**src/rtl/fwd_bypass_net_if.sv**
```systemverilog
// Issue/EX boundary bundle for the operand bypass network.
// Master drives issue, producer-stage and EX-consume signals; slave is the bypass network.
interface fwd_bypass_net_if #(
   parameter int DATA_W  = 32,
   parameter int ADDR_W  = 5,
   parameter int NUM_SRC = 2,
   parameter int DEPTH   = 3,
   parameter int CNT_W   = 16
);
   logic                        id_valid;
   logic                        id_ready;
   logic [NUM_SRC*ADDR_W-1:0]   id_src_addr;
   logic [NUM_SRC*DATA_W-1:0]   id_src_rdata;
   logic                        id_we;
   logic [ADDR_W-1:0]           id_waddr;
   logic [DEPTH*DATA_W-1:0]     stage_data;
   logic [DEPTH-1:0]            stage_rdy;
   logic                        flush;
   logic                        ex_valid;
   logic                        ex_ready;
   logic [NUM_SRC*DATA_W-1:0]   ex_rdata;
   logic [CNT_W-1:0]            stall_cnt;

   modport master (
      output id_valid, id_src_addr, id_src_rdata, id_we, id_waddr,
             stage_data, stage_rdy, flush, ex_ready,
      input  id_ready, ex_valid, ex_rdata, stall_cnt
   );

   modport slave (
      input  id_valid, id_src_addr, id_src_rdata, id_we, id_waddr,
             stage_data, stage_rdy, flush, ex_ready,
      output id_ready, ex_valid, ex_rdata, stall_cnt
   );
endinterface

```
**src/rtl/fwd_bypass_net.sv**
```systemverilog
// Operand bypass: youngest ready producer, else register file; load-use stalls issue.
// Operands resolve in the issue cycle and appear on ex_rdata one cycle later; EX backpressure holds issue.
module fwd_bypass_net #(
   parameter int DATA_W  = 32,
   parameter int ADDR_W  = 5,
   parameter int NUM_SRC = 2,
   parameter int DEPTH   = 3,
   parameter int CNT_W   = 16
) (
   input  logic               clk,
   input  logic               rst_n,
   fwd_bypass_net_if.slave    bus
);

   typedef struct packed {
      logic              v;
      logic [ADDR_W-1:0] waddr;
   } trk_t;

   trk_t                       r_trk [DEPTH];
   logic                       r_ex_valid;
   logic [NUM_SRC*DATA_W-1:0]  r_ex_rdata;
   logic [CNT_W-1:0]           r_stall_cnt;

   logic [NUM_SRC*DATA_W-1:0]  w_opnd;
   logic [NUM_SRC-1:0]         w_src_haz;
   logic                       w_hazard;
   logic                       w_id_ready;
   logic                       w_id_fire;
   logic                       w_ex_fire;

   // Scan oldest to youngest so the youngest match overwrites; older matches never mask a pending load.
   always_comb begin
      w_opnd    = '0;
      w_src_haz = '0;
      for (int s = 0; s < NUM_SRC; s++) begin
         if (bus.id_src_addr[s*ADDR_W +: ADDR_W] != '0) begin
            w_opnd[s*DATA_W +: DATA_W] = bus.id_src_rdata[s*DATA_W +: DATA_W];
            for (int k = DEPTH - 1; k >= 0; k--) begin
               if (r_trk[k].v && (r_trk[k].waddr == bus.id_src_addr[s*ADDR_W +: ADDR_W])) begin
                  w_src_haz[s]               = !bus.stage_rdy[k];
                  w_opnd[s*DATA_W +: DATA_W] = bus.stage_data[k*DATA_W +: DATA_W];
               end
            end
         end
      end
   end

   assign w_hazard   = |w_src_haz;
   assign w_ex_fire  = r_ex_valid && bus.ex_ready;
   assign w_id_ready = !w_hazard && !bus.flush && (!r_ex_valid || bus.ex_ready);
   assign w_id_fire  = bus.id_valid && w_id_ready;

   always_ff @(posedge clk or negedge rst_n) begin
      if (!rst_n) begin
         r_ex_valid  <= 1'b0;
         r_ex_rdata  <= '0;
         r_stall_cnt <= '0;
         for (int k = 0; k < DEPTH; k++) begin
            r_trk[k] <= '0;
         end
      end else begin
         if (w_id_fire) begin
            r_ex_valid <= 1'b1;
            r_ex_rdata <= w_opnd;
            r_trk[0]   <= '{v: bus.id_we && (bus.id_waddr != '0), waddr: bus.id_waddr};
         end else if (w_ex_fire || bus.flush) begin
            r_ex_valid <= 1'b0;
            r_trk[0].v <= 1'b0;
         end
         // A flushed EX instruction never reaches MEM, even if EX consumed it in the same cycle.
         for (int k = 1; k < DEPTH; k++) begin
            if (k == 1) begin
               r_trk[k] <= (w_ex_fire && !bus.flush) ? r_trk[0] : '0;
            end else begin
               r_trk[k] <= r_trk[k-1];
            end
         end
         if (bus.id_valid && w_hazard && !bus.flush && (r_stall_cnt != '1)) begin
            r_stall_cnt <= r_stall_cnt + 1'b1;
         end
      end
   end

   assign bus.id_ready  = w_id_ready;
   assign bus.ex_valid  = r_ex_valid;
   assign bus.ex_rdata  = r_ex_rdata;
   assign bus.stall_cnt = r_stall_cnt;

endmodule

```
**src/flat_wrapper.sv**
```systemverilog
// flat-port wrapper written by rule: the top's interface ports become plain ports
module fwd_bypass_net_flat 
#(
   parameter int DATA_W  = 32,
   parameter int ADDR_W  = 5,
   parameter int NUM_SRC = 2,
   parameter int DEPTH   = 3,
   parameter int CNT_W   = 16
)
  (clk, rst_n, bus_id_valid, bus_id_src_addr, bus_id_src_rdata, bus_id_we, bus_id_waddr, bus_stage_data, bus_stage_rdy, bus_flush, bus_ex_ready, bus_id_ready, bus_ex_valid, bus_ex_rdata, bus_stall_cnt);
  fwd_bypass_net_if #(.DATA_W(DATA_W), .ADDR_W(ADDR_W), .NUM_SRC(NUM_SRC), .DEPTH(DEPTH), .CNT_W(CNT_W)) bus_i ();
  input  logic clk;
  input  logic rst_n;
  input wire logic [$bits(bus_i.id_valid)-1:0] bus_id_valid;
  input wire logic [$bits(bus_i.id_src_addr)-1:0] bus_id_src_addr;
  input wire logic [$bits(bus_i.id_src_rdata)-1:0] bus_id_src_rdata;
  input wire logic [$bits(bus_i.id_we)-1:0] bus_id_we;
  input wire logic [$bits(bus_i.id_waddr)-1:0] bus_id_waddr;
  input wire logic [$bits(bus_i.stage_data)-1:0] bus_stage_data;
  input wire logic [$bits(bus_i.stage_rdy)-1:0] bus_stage_rdy;
  input wire logic [$bits(bus_i.flush)-1:0] bus_flush;
  input wire logic [$bits(bus_i.ex_ready)-1:0] bus_ex_ready;
  output wire logic [$bits(bus_i.id_ready)-1:0] bus_id_ready;
  output wire logic [$bits(bus_i.ex_valid)-1:0] bus_ex_valid;
  output wire logic [$bits(bus_i.ex_rdata)-1:0] bus_ex_rdata;
  output wire logic [$bits(bus_i.stall_cnt)-1:0] bus_stall_cnt;
  assign bus_i.id_valid = bus_id_valid;
  assign bus_i.id_src_addr = bus_id_src_addr;
  assign bus_i.id_src_rdata = bus_id_src_rdata;
  assign bus_i.id_we = bus_id_we;
  assign bus_i.id_waddr = bus_id_waddr;
  assign bus_i.stage_data = bus_stage_data;
  assign bus_i.stage_rdy = bus_stage_rdy;
  assign bus_i.flush = bus_flush;
  assign bus_i.ex_ready = bus_ex_ready;
  assign bus_id_ready = bus_i.id_ready;
  assign bus_ex_valid = bus_i.ex_valid;
  assign bus_ex_rdata = bus_i.ex_rdata;
  assign bus_stall_cnt = bus_i.stall_cnt;
  fwd_bypass_net #(.DATA_W(DATA_W), .ADDR_W(ADDR_W), .NUM_SRC(NUM_SRC), .DEPTH(DEPTH), .CNT_W(CNT_W)) u_core (.clk(clk), .rst_n(rst_n), .bus(bus_i));
endmodule
```
**config.mk**
```make
export PLATFORM = sky130hd
export DESIGN_NAME = fwd_bypass_net_flat
export DESIGN_NICKNAME = d
export VERILOG_FILES = /design/src/rtl/fwd_bypass_net_if.sv /design/src/rtl/fwd_bypass_net.sv /design/src/flat_wrapper.sv
export SDC_FILE = /design/constraint.sdc
export NUM_CORES = 1
export LEC_CHECK = 0
export CORE_MARGIN = 2
export CORE_UTILIZATION = 47
export CTS_BUF_LIST = sky130_fd_sc_hd__clkbuf_4 sky130_fd_sc_hd__clkbuf_8 sky130_fd_sc_hd__clkbuf_16
export CTS_CLUSTER_SIZE = 25
export DETAILED_ROUTE_END_ITERATION = 8
export PLACE_DENSITY = 0.95
export SYNTH_ARGS = -nofsm -noshare
export SYNTH_HDL_FRONTEND = slang
export SYNTH_SLANG_ARGS = --single-unit
```
**constraint.sdc**
```tcl
create_clock -name clk -period 4.45 [get_ports clk]
set_input_delay 0.6675 -clock clk [delete_from_list [all_inputs] [get_ports clk]]
set_output_delay 0.6675 -clock clk [all_outputs]
set_load 0.02 [all_outputs]
```
==> results by group, run 1 <==
STA
  • Relative slew margins: between 10% and 20%
  • Final Hold Viols: 0
  • Worst-Margin Slew: about 1200 ps
  • Final setup violation count: 0
  • Period utilization: approximately 90%
  • Fin. max-slew vios: 0
  • Min Tclk post-route: approximately 4000 ps
  • Setup TNS: 0 ps
  • RSZ-0062 raised after global routing: false
  • Fmax achieved: between 0.2 and 0.3 GHz
  • Clock Skew: 5.478 ps

Clock network
  • TritonCTS clock tree: done
  • Worst-Skew Late Latency: around 350 ps
  • Clk Tree Root Cell: clkbuf_16
  • Clk slew on worst S/H paths: roughly 70 ps
  • Post-CTS Hold Fix Bufs: 0
  • Maximum clock path buffer count: 2
  • CTS sink cnt: slightly below 100
  • CTS HTree Levels: 3
  • Post-CTS resize count: 0
  • CTS Buf Count: 9
  • Post-CTS Setup Bufs: 0

Cells and area
  • ANT cells: 0
  • Fillers: about 980
  • Final instance area: 9570 µm²
  • Final nets: about 1.1k
  • Layout cell share with drive strength beyond 1: between 10 and 15%
  • Area grow syn2layout: 47.98%

Worst setup path
  • Crit path max fanout: 4
  • R2R Path Start: u_core.r_trk[13]
  • Worst setup path end: bus_id_ready
  • Worst EP arrival: ~3300 ps
  • Worst path slowest cell: clkdlybuf4s50_1
  • Reg2reg setup slack: between 1000 and 1500 ps
  • Critical path origin: bus_id_src_addr[4]
  • Crit. End Element: output port
  • Crit path kind: input pin to output port
  • Cell mode on critical path: clkdlybuf4s50_1
  • CP max stage delay: roughly 630 ps
  • Worst path cell trace: clkdlybuf4s50_1, xor2_1, nor4_1, nand3_2, a211oi_2, o221ai_4, nor2_1, clkdlybuf4s50_1
  • CP required: 3780 ps
  • CP startpoint kind: input pin
  • Cells on worst reg2reg path: 9
  • FF-to-FF End: u_core.r_trk[17]

Routing
  • Via Count: roughly 7.0k
  • Iteration-0 DRC Markers: 812
  • Final WL: 23.77 mm
  • Via density: 6.150
  • Drt wl/cell: 20.87 µm
  • DRT antenna net count: 0
  • # DRC: 0
  • Pre-Repair DR Iteration Count: 6

GRT
  • Initial antenna violation count: 0
  • Vias in the first global route: a little under 7k
  • Global-route wire length before repair: 36.51 mm
  • Total track usage: 31.86%
  • Grt ovf: 0
  • Largest net degree at the start of global routing: between 70 and 80

Synthesis
  • Syn nets: 915
  • Mapped cell area: roughly 6500 µm²
  • Unique masters post-synth: between 40 and 50
  • Sequential share of the synthesized area: a little under two fifths
  • Largest cells by area after synthesis: dfrtp_1 (38%), o31ai_2 (9.7%), a21oi_1 (7.7%)
  • Synth Area per Inst: about 8.9 µm²
  • Number of synthesized flops with an enable pin: 0
  • Synth Flop Type: dfrtp_1
  • Post-synth top area share: between 30% and 40%
  • Asr flop ratio synth: 100.0%
  • Area leader, netlist: dfrtp_1
  • Register bit total from synthesis: 99
  • Yosys warnings: 0
  • Mapped Cells: 730

Run
  • Total of max-cap violations: 0

Floorplanning
  • Overall die width: ~120 µm
  • Io pins: roughly 270
  • Die area: between 10000 and 15000 µm²
  • Initial core utilization: about half
  • Core area: between 10000 and 15000 µm²
  • Die Y: around 120 µm
  • Std-Cell Rows: 42

Status
  • Status: complete, no violations

Power
  • Max VDD drop: ~0.00019 V
  • Power per cell area: slightly below 300 nW/µm²
  • Leakage: around 0.004 µW

Placed design
  • Detailed placement HPWL: about 17 mm
  • Placed inst area: around 9200 µm²
  • GPL Wtd Cong: between 0.9 and 1
  • PortBufs: 265

Min path
  • Worst hold path type: input pin to asynchronous set/reset pin
==> worst max-delay path: cells and delay by family <==
family / cells / cell delay [ps]
buf+inv: 2 / 1130
simple gates: 3 / 760
compound gates: 2 / 540
xor+xnor: 1 / 200
==> cell usage after synthesis, types with 2 or more instances <==
master / number
and3_1: 9
buf_6: 6
dfrtp_1: 99
buf_1: 7
nand3_1: 14
mux2i_1: 33
nand4_1: 6
o31ai_1: 14
buf_2: 3
nor3_1: 4
o31ai_2: 50
or4_1: 3
xnor2_1: 21
o21ai_0: 97
and2_1: 8
a21oi_1: 99
nand2_1: 75
xor2_1: 21
a21o_1: 2
nor4_1: 4
a311oi_1: 32
nor2b_1: 2
clkbuf_1: 51
nand2b_1: 2
nor2_1: 45
a41oi_1: 2
mux2_2: 5
==> stage by stage <==
step | instances | worst slack, ps | utilization [%] | total power (µW) | hold WS [ps]
floorplan | 730 | 1387 | - | 1478 | 371.9
global placement | 1123 | 504.0 | 69.29 | 1950 | 432.9
detailed placement | 1123 | 454.4 | 69.29 | 1975 | 436.8
CTS | 1139 | 487.8 | 71.70 | 2811 | 452.8
global route | 1139 | 296.5 | 71.70 | 2919 | 470.7
finish | 1139 | 483.9 | 71.70 | 2801 | 416.7
==> state kept, by name, summed over array words and instances, names as in the netlist <==
name and cells:
u_core.r_trk 18, u_core.bus.ex_valid 1, u_core.bus.stall_cnt 16, u_core.bus.ex_rdata 64
==> how the worst min path moves through the flow <==
stage	startpoint	to	cells after the start
final	rst_n	u_core.bus.stall_cnt[1]	1
after global routing	u_core.r_trk[7]	u_core.r_trk[1]	0
after CTS	u_core.r_trk[8]	u_core.r_trk[2]	0
after detailed placement	u_core.r_trk[8]	u_core.r_trk[2]	0
after global placement	u_core.r_trk[8]	u_core.r_trk[2]	0
after floorplan	rst_n	u_core.bus.ex_rdata[0]	0
==> metal layers <==
layer	global-route usage (%)	up-vias	wire [µm]
met4	15.23	0	1124
met5	0	-	0
met1	40.91	3322	9129
met2	52.14	436	11340
met3	5.592	93	2178
li1	-	3154	-
==> power breakdown <==
part | switching [µW] | leakage (µW) | internal, µW
registers | 76.7 | 0.00127 | 1010
clock network | 352 | 0.000156 | 486
logic | 421 | 0.00258 | 453
total | 850 | 0.00401 | 1950
==> cells in the final DEF (no fill, tap or decap), types with 2 or more instances in the layout <==
master and instances:
clkdlybuf4s50_1 264, a21oi_1 99, dfrtp_1 99, o21ai_0 97, nand2_1 75, o31ai_2 50, nor2_1 43, mux2i_1 33
a311oi_1 32, xor2_1 21, xnor2_1 21, buf_4 18, o31ai_1 14, nand3_1 12, clkbuf_16 9, and2_1 8
and3_1 7, nand4_1 6, mux2_2 5, nor4_1 4, nor3_1 4, or4_1 3, clkbuf_8 3, nand3_2 2
nor2b_1 2, and3_2 2, nor2_4 2, a21o_1 2, a41oi_1 2, inv_6 2, buf_12 2
==> logic make-up after synthesis <==
family,count (synthesis),share of synthesized area [%]
XOR/XNOR,42,5.688
buffers and inverters,68,4.701
AO/OA/AOI/OAI,303,32.58
multiplexers,39,6.152
adder cells (fa/ha/maj),1,0.1934
AND/OR/NAND/NOR,178,12.38
flip-flops,99,38.31
==> final cells by class <==
type | count | area, µm² | area share (%)
repair buffers | 284 | 2818 | 29.44
well taps | 176 | 220.2 | 2.301
flip-flops and latches | 99 | 2477 | 25.89
clock inverters | 4 | 55.05 | 0.5752
clock buffers | 12 | 266.5 | 2.785
inverters | 1 | 3.754 | 0.03922
multi-input cells | 563 | 3730 | 38.97
No activity file was read; power rests on OpenSTA's default activity.
==> run 2, diff against run 1 <==
--- a/config.mk
+++ b/config.mk
@@ -8,9 +8,11 @@
 export CORE_MARGIN = 2
 export CORE_UTILIZATION = 47
 export CTS_BUF_LIST = sky130_fd_sc_hd__clkbuf_4 sky130_fd_sc_hd__clkbuf_8 sky130_fd_sc_hd__clkbuf_16
+export CTS_CLUSTER_DIAMETER = 200
 export CTS_CLUSTER_SIZE = 25
 export DETAILED_ROUTE_END_ITERATION = 8
 export PLACE_DENSITY = 0.95
+export SLEW_MARGIN = 30
 export SYNTH_ARGS = -nofsm -noshare
 export SYNTH_HDL_FRONTEND = slang
 export SYNTH_SLANG_ARGS = --single-unit
==> results by group, run 2 (synthesis results as in run 1) <==
Status
  • Status: complete, no violations

STA
  • Setup TNS: 0 ps
  • Period utilization: 88.96%
  • Clock Skew: 3.977 ps
  • Min Hold Slack: 321.3 ps
  • Worst-Margin Slew: 739.0 ps
  • Final setup violation count: 0
  • Min Tclk post-route: between 3000 and 4000 ps
  • Fin. max-slew vios: 0
  • Relative slew margins: 50.73%
  • RSZ-0062 raised after global routing: false
  • Final Hold Viols: 0
  • Fmax achieved: 0.2526 GHz

Cells and area
  • Final nets: between 1k and 1.5k
  • Area grow syn2layout: 48.07%
  • Most common cell after layout, fill and taps aside: clkdlybuf4s50_1
  • Final instance area: around 9600 µm²
  • Layout cell share with drive strength beyond 1: roughly 11%
  • Max reg flops: 64
  • Most frequent cells in the layout: clkdlybuf4s50_1 (264), a21oi_1 (99), dfrtp_1 (99)
  • ANT cells: 0
  • Final cell count without fillers: ~1.1k
  • Fillers: ~980

Worst setup path
  • CP startpoint kind: input pin
  • Crit path kind: input pin to output port
  • Cells on worst reg2reg path: 9
  • Worst path cell trace: clkdlybuf4s50_1, xor2_1, nor4_1, nand3_2, a211oi_2, o221ai_4, nor2_1, clkdlybuf4s50_1
  • Crit path max fanout: 4
  • Crit. End Element: output port
  • CP max stage delay: between 600 and 700 ps
  • Worst path slowest cell: clkdlybuf4s50_1
  • CP Buf/Inv Count: 2
  • CP required: roughly 3800 ps
  • Cell mode on critical path: clkdlybuf4s50_1
  • Worst EP arrival: 3290 ps
  • Number of cells on the critical path: 8
  • Delay-heaviest family, CP: buffers and inverters

Run
  • Total of max-cap violations: 0

Placed design
  • Placed inst area: 9251 µm²
  • GPL Wtd Cong: around 0.91
  • PortBufs: between 200 and 300
  • Detailed placement HPWL: about 17 mm
  • Post-Place Cells: between 1k and 1.5k

Floorplanning
  • Die area: between 10000 and 15000 µm²
  • Io pins: between 200 and 300
  • Core area: between 10000 and 15000 µm²
  • Die Y: 121.3 µm
  • Std-Cell Rows: between 40 and 50
  • Overall die width: approximately 120 µm
  • Initial core utilization: 48.45%

Min path
  • Worst hold path type: input pin to asynchronous set/reset pin

GRT
  • Total track usage: a little under a third
  • Met3 Resource Use GR: under 10%
  • Vias in the first global route: 6888
  • Initial antenna violation count: 0
  • Met1 Track Usage GR: just over 40%
  • Global-route wire length before repair: about 37 mm
  • Grt ovf: 0
  • GR met2 Demand/Resource: 52.14%
  • Largest net degree at the start of global routing: 74
  • Busiest grt layer: met2

Power
  • Max VDD drop: around 0.00019 V
  • Power per cell area: roughly 290 nW/µm²
  • Total power: roughly 2800 µW
  • Leakage: between 0.004 and 0.005 µW

Routing
  • DRT antenna net count: 0
  • Via Count: about 7k
  • Pre-Repair DR Iteration Count: 5
  • Final WL: approximately 24 mm
  • Drt wl/cell: around 21 µm
  • # DRC: 0
  • Via density: 6.151
  • Iteration-0 DRC Markers: just over 800

Clock network
  • CTS HTree Levels: 3
  • CTS Buf Count: 9
  • TritonCTS clock tree: done
  • Maximum clock path buffer count: 2
  • Clk Tree Root Cell: clkbuf_16
  • Post-CTS Setup Bufs: 0
  • Worst-Skew Late Latency: 350 ps
  • Post-CTS resize count: 0
  • Clk slew on worst S/H paths: around 70 ps
  • Post-CTS Hold Fix Bufs: 0
  • CTS sink cnt: ~100
-- run 2: worst register-to-register path, delay by kind of cell (launching register included) --
kind | cells | cell delay [ps]
AOI/OAI and AO/OA | 2 | 320
xor gates and xnor gates | 1 | 190
buffers and inverters | 2 | 780
DFF | 1 | 450
muxes | 1 | 230
and+or+nand+nor | 3 | 1220
-- run 2: where the power goes --
part | internal, µW | leakage [µW] | switching [µW]
clock network | 486 | 0.000156 | 349
logic | 453 | 0.00259 | 421
registers | 1010 | 0.00127 | 76.9
total | 1950 | 0.00401 | 848
-- run 2: worst paths after layout --
check                              startpoint                      end  slack (ps)
setup / recovery           bus_id_src_addr[4]             bus_id_ready         490
hold / removal                          rst_n  u_core.bus.stall_cnt[1]         320
setup reg to reg             u_core.r_trk[13]         u_core.r_trk[17]        1170
hold reg to reg               u_core.r_trk[8]          u_core.r_trk[2]         460
max in group asynchronous               rst_n  u_core.bus.ex_rdata[32]        3260
min in group clk              u_core.r_trk[8]          u_core.r_trk[2]         460
-- run 2: layout make-up --
| cell class | count | area, µm² | area share (%) |
|---|---|---|---|
| Clock buffer | 12 | 266.5 | 2.783 |
| Clock inverter | 4 | 55.05 | 0.5749 |
| Inverter | 1 | 3.754 | 0.03920 |
| Multi-Input combinational cell | 563 | 3732 | 38.97 |
| Sequential cell | 99 | 2477 | 25.87 |
| Tap cell | 176 | 220.2 | 2.299 |
| Timing Repair Buffer | 284 | 2821 | 29.46 |
-- run 2: metrics by stage --
step                      worst slack [ps]  utilization, %
after floorplan                       1387               -
after global placement               504.0           69.29
after detailed placement             454.4           69.31
after CTS                            487.8           71.72
after global routing                 296.5           71.75
final                                491.2           71.75
-- run 2: metal layers --
metal | vias to the layer above | share of wire [%]
li1 | 3151 | -
met1 | 3312 | 39
met2 | 461 | 48
met3 | 82 | 9.1
met4 | 0 | 4.1
met5 | - | 0
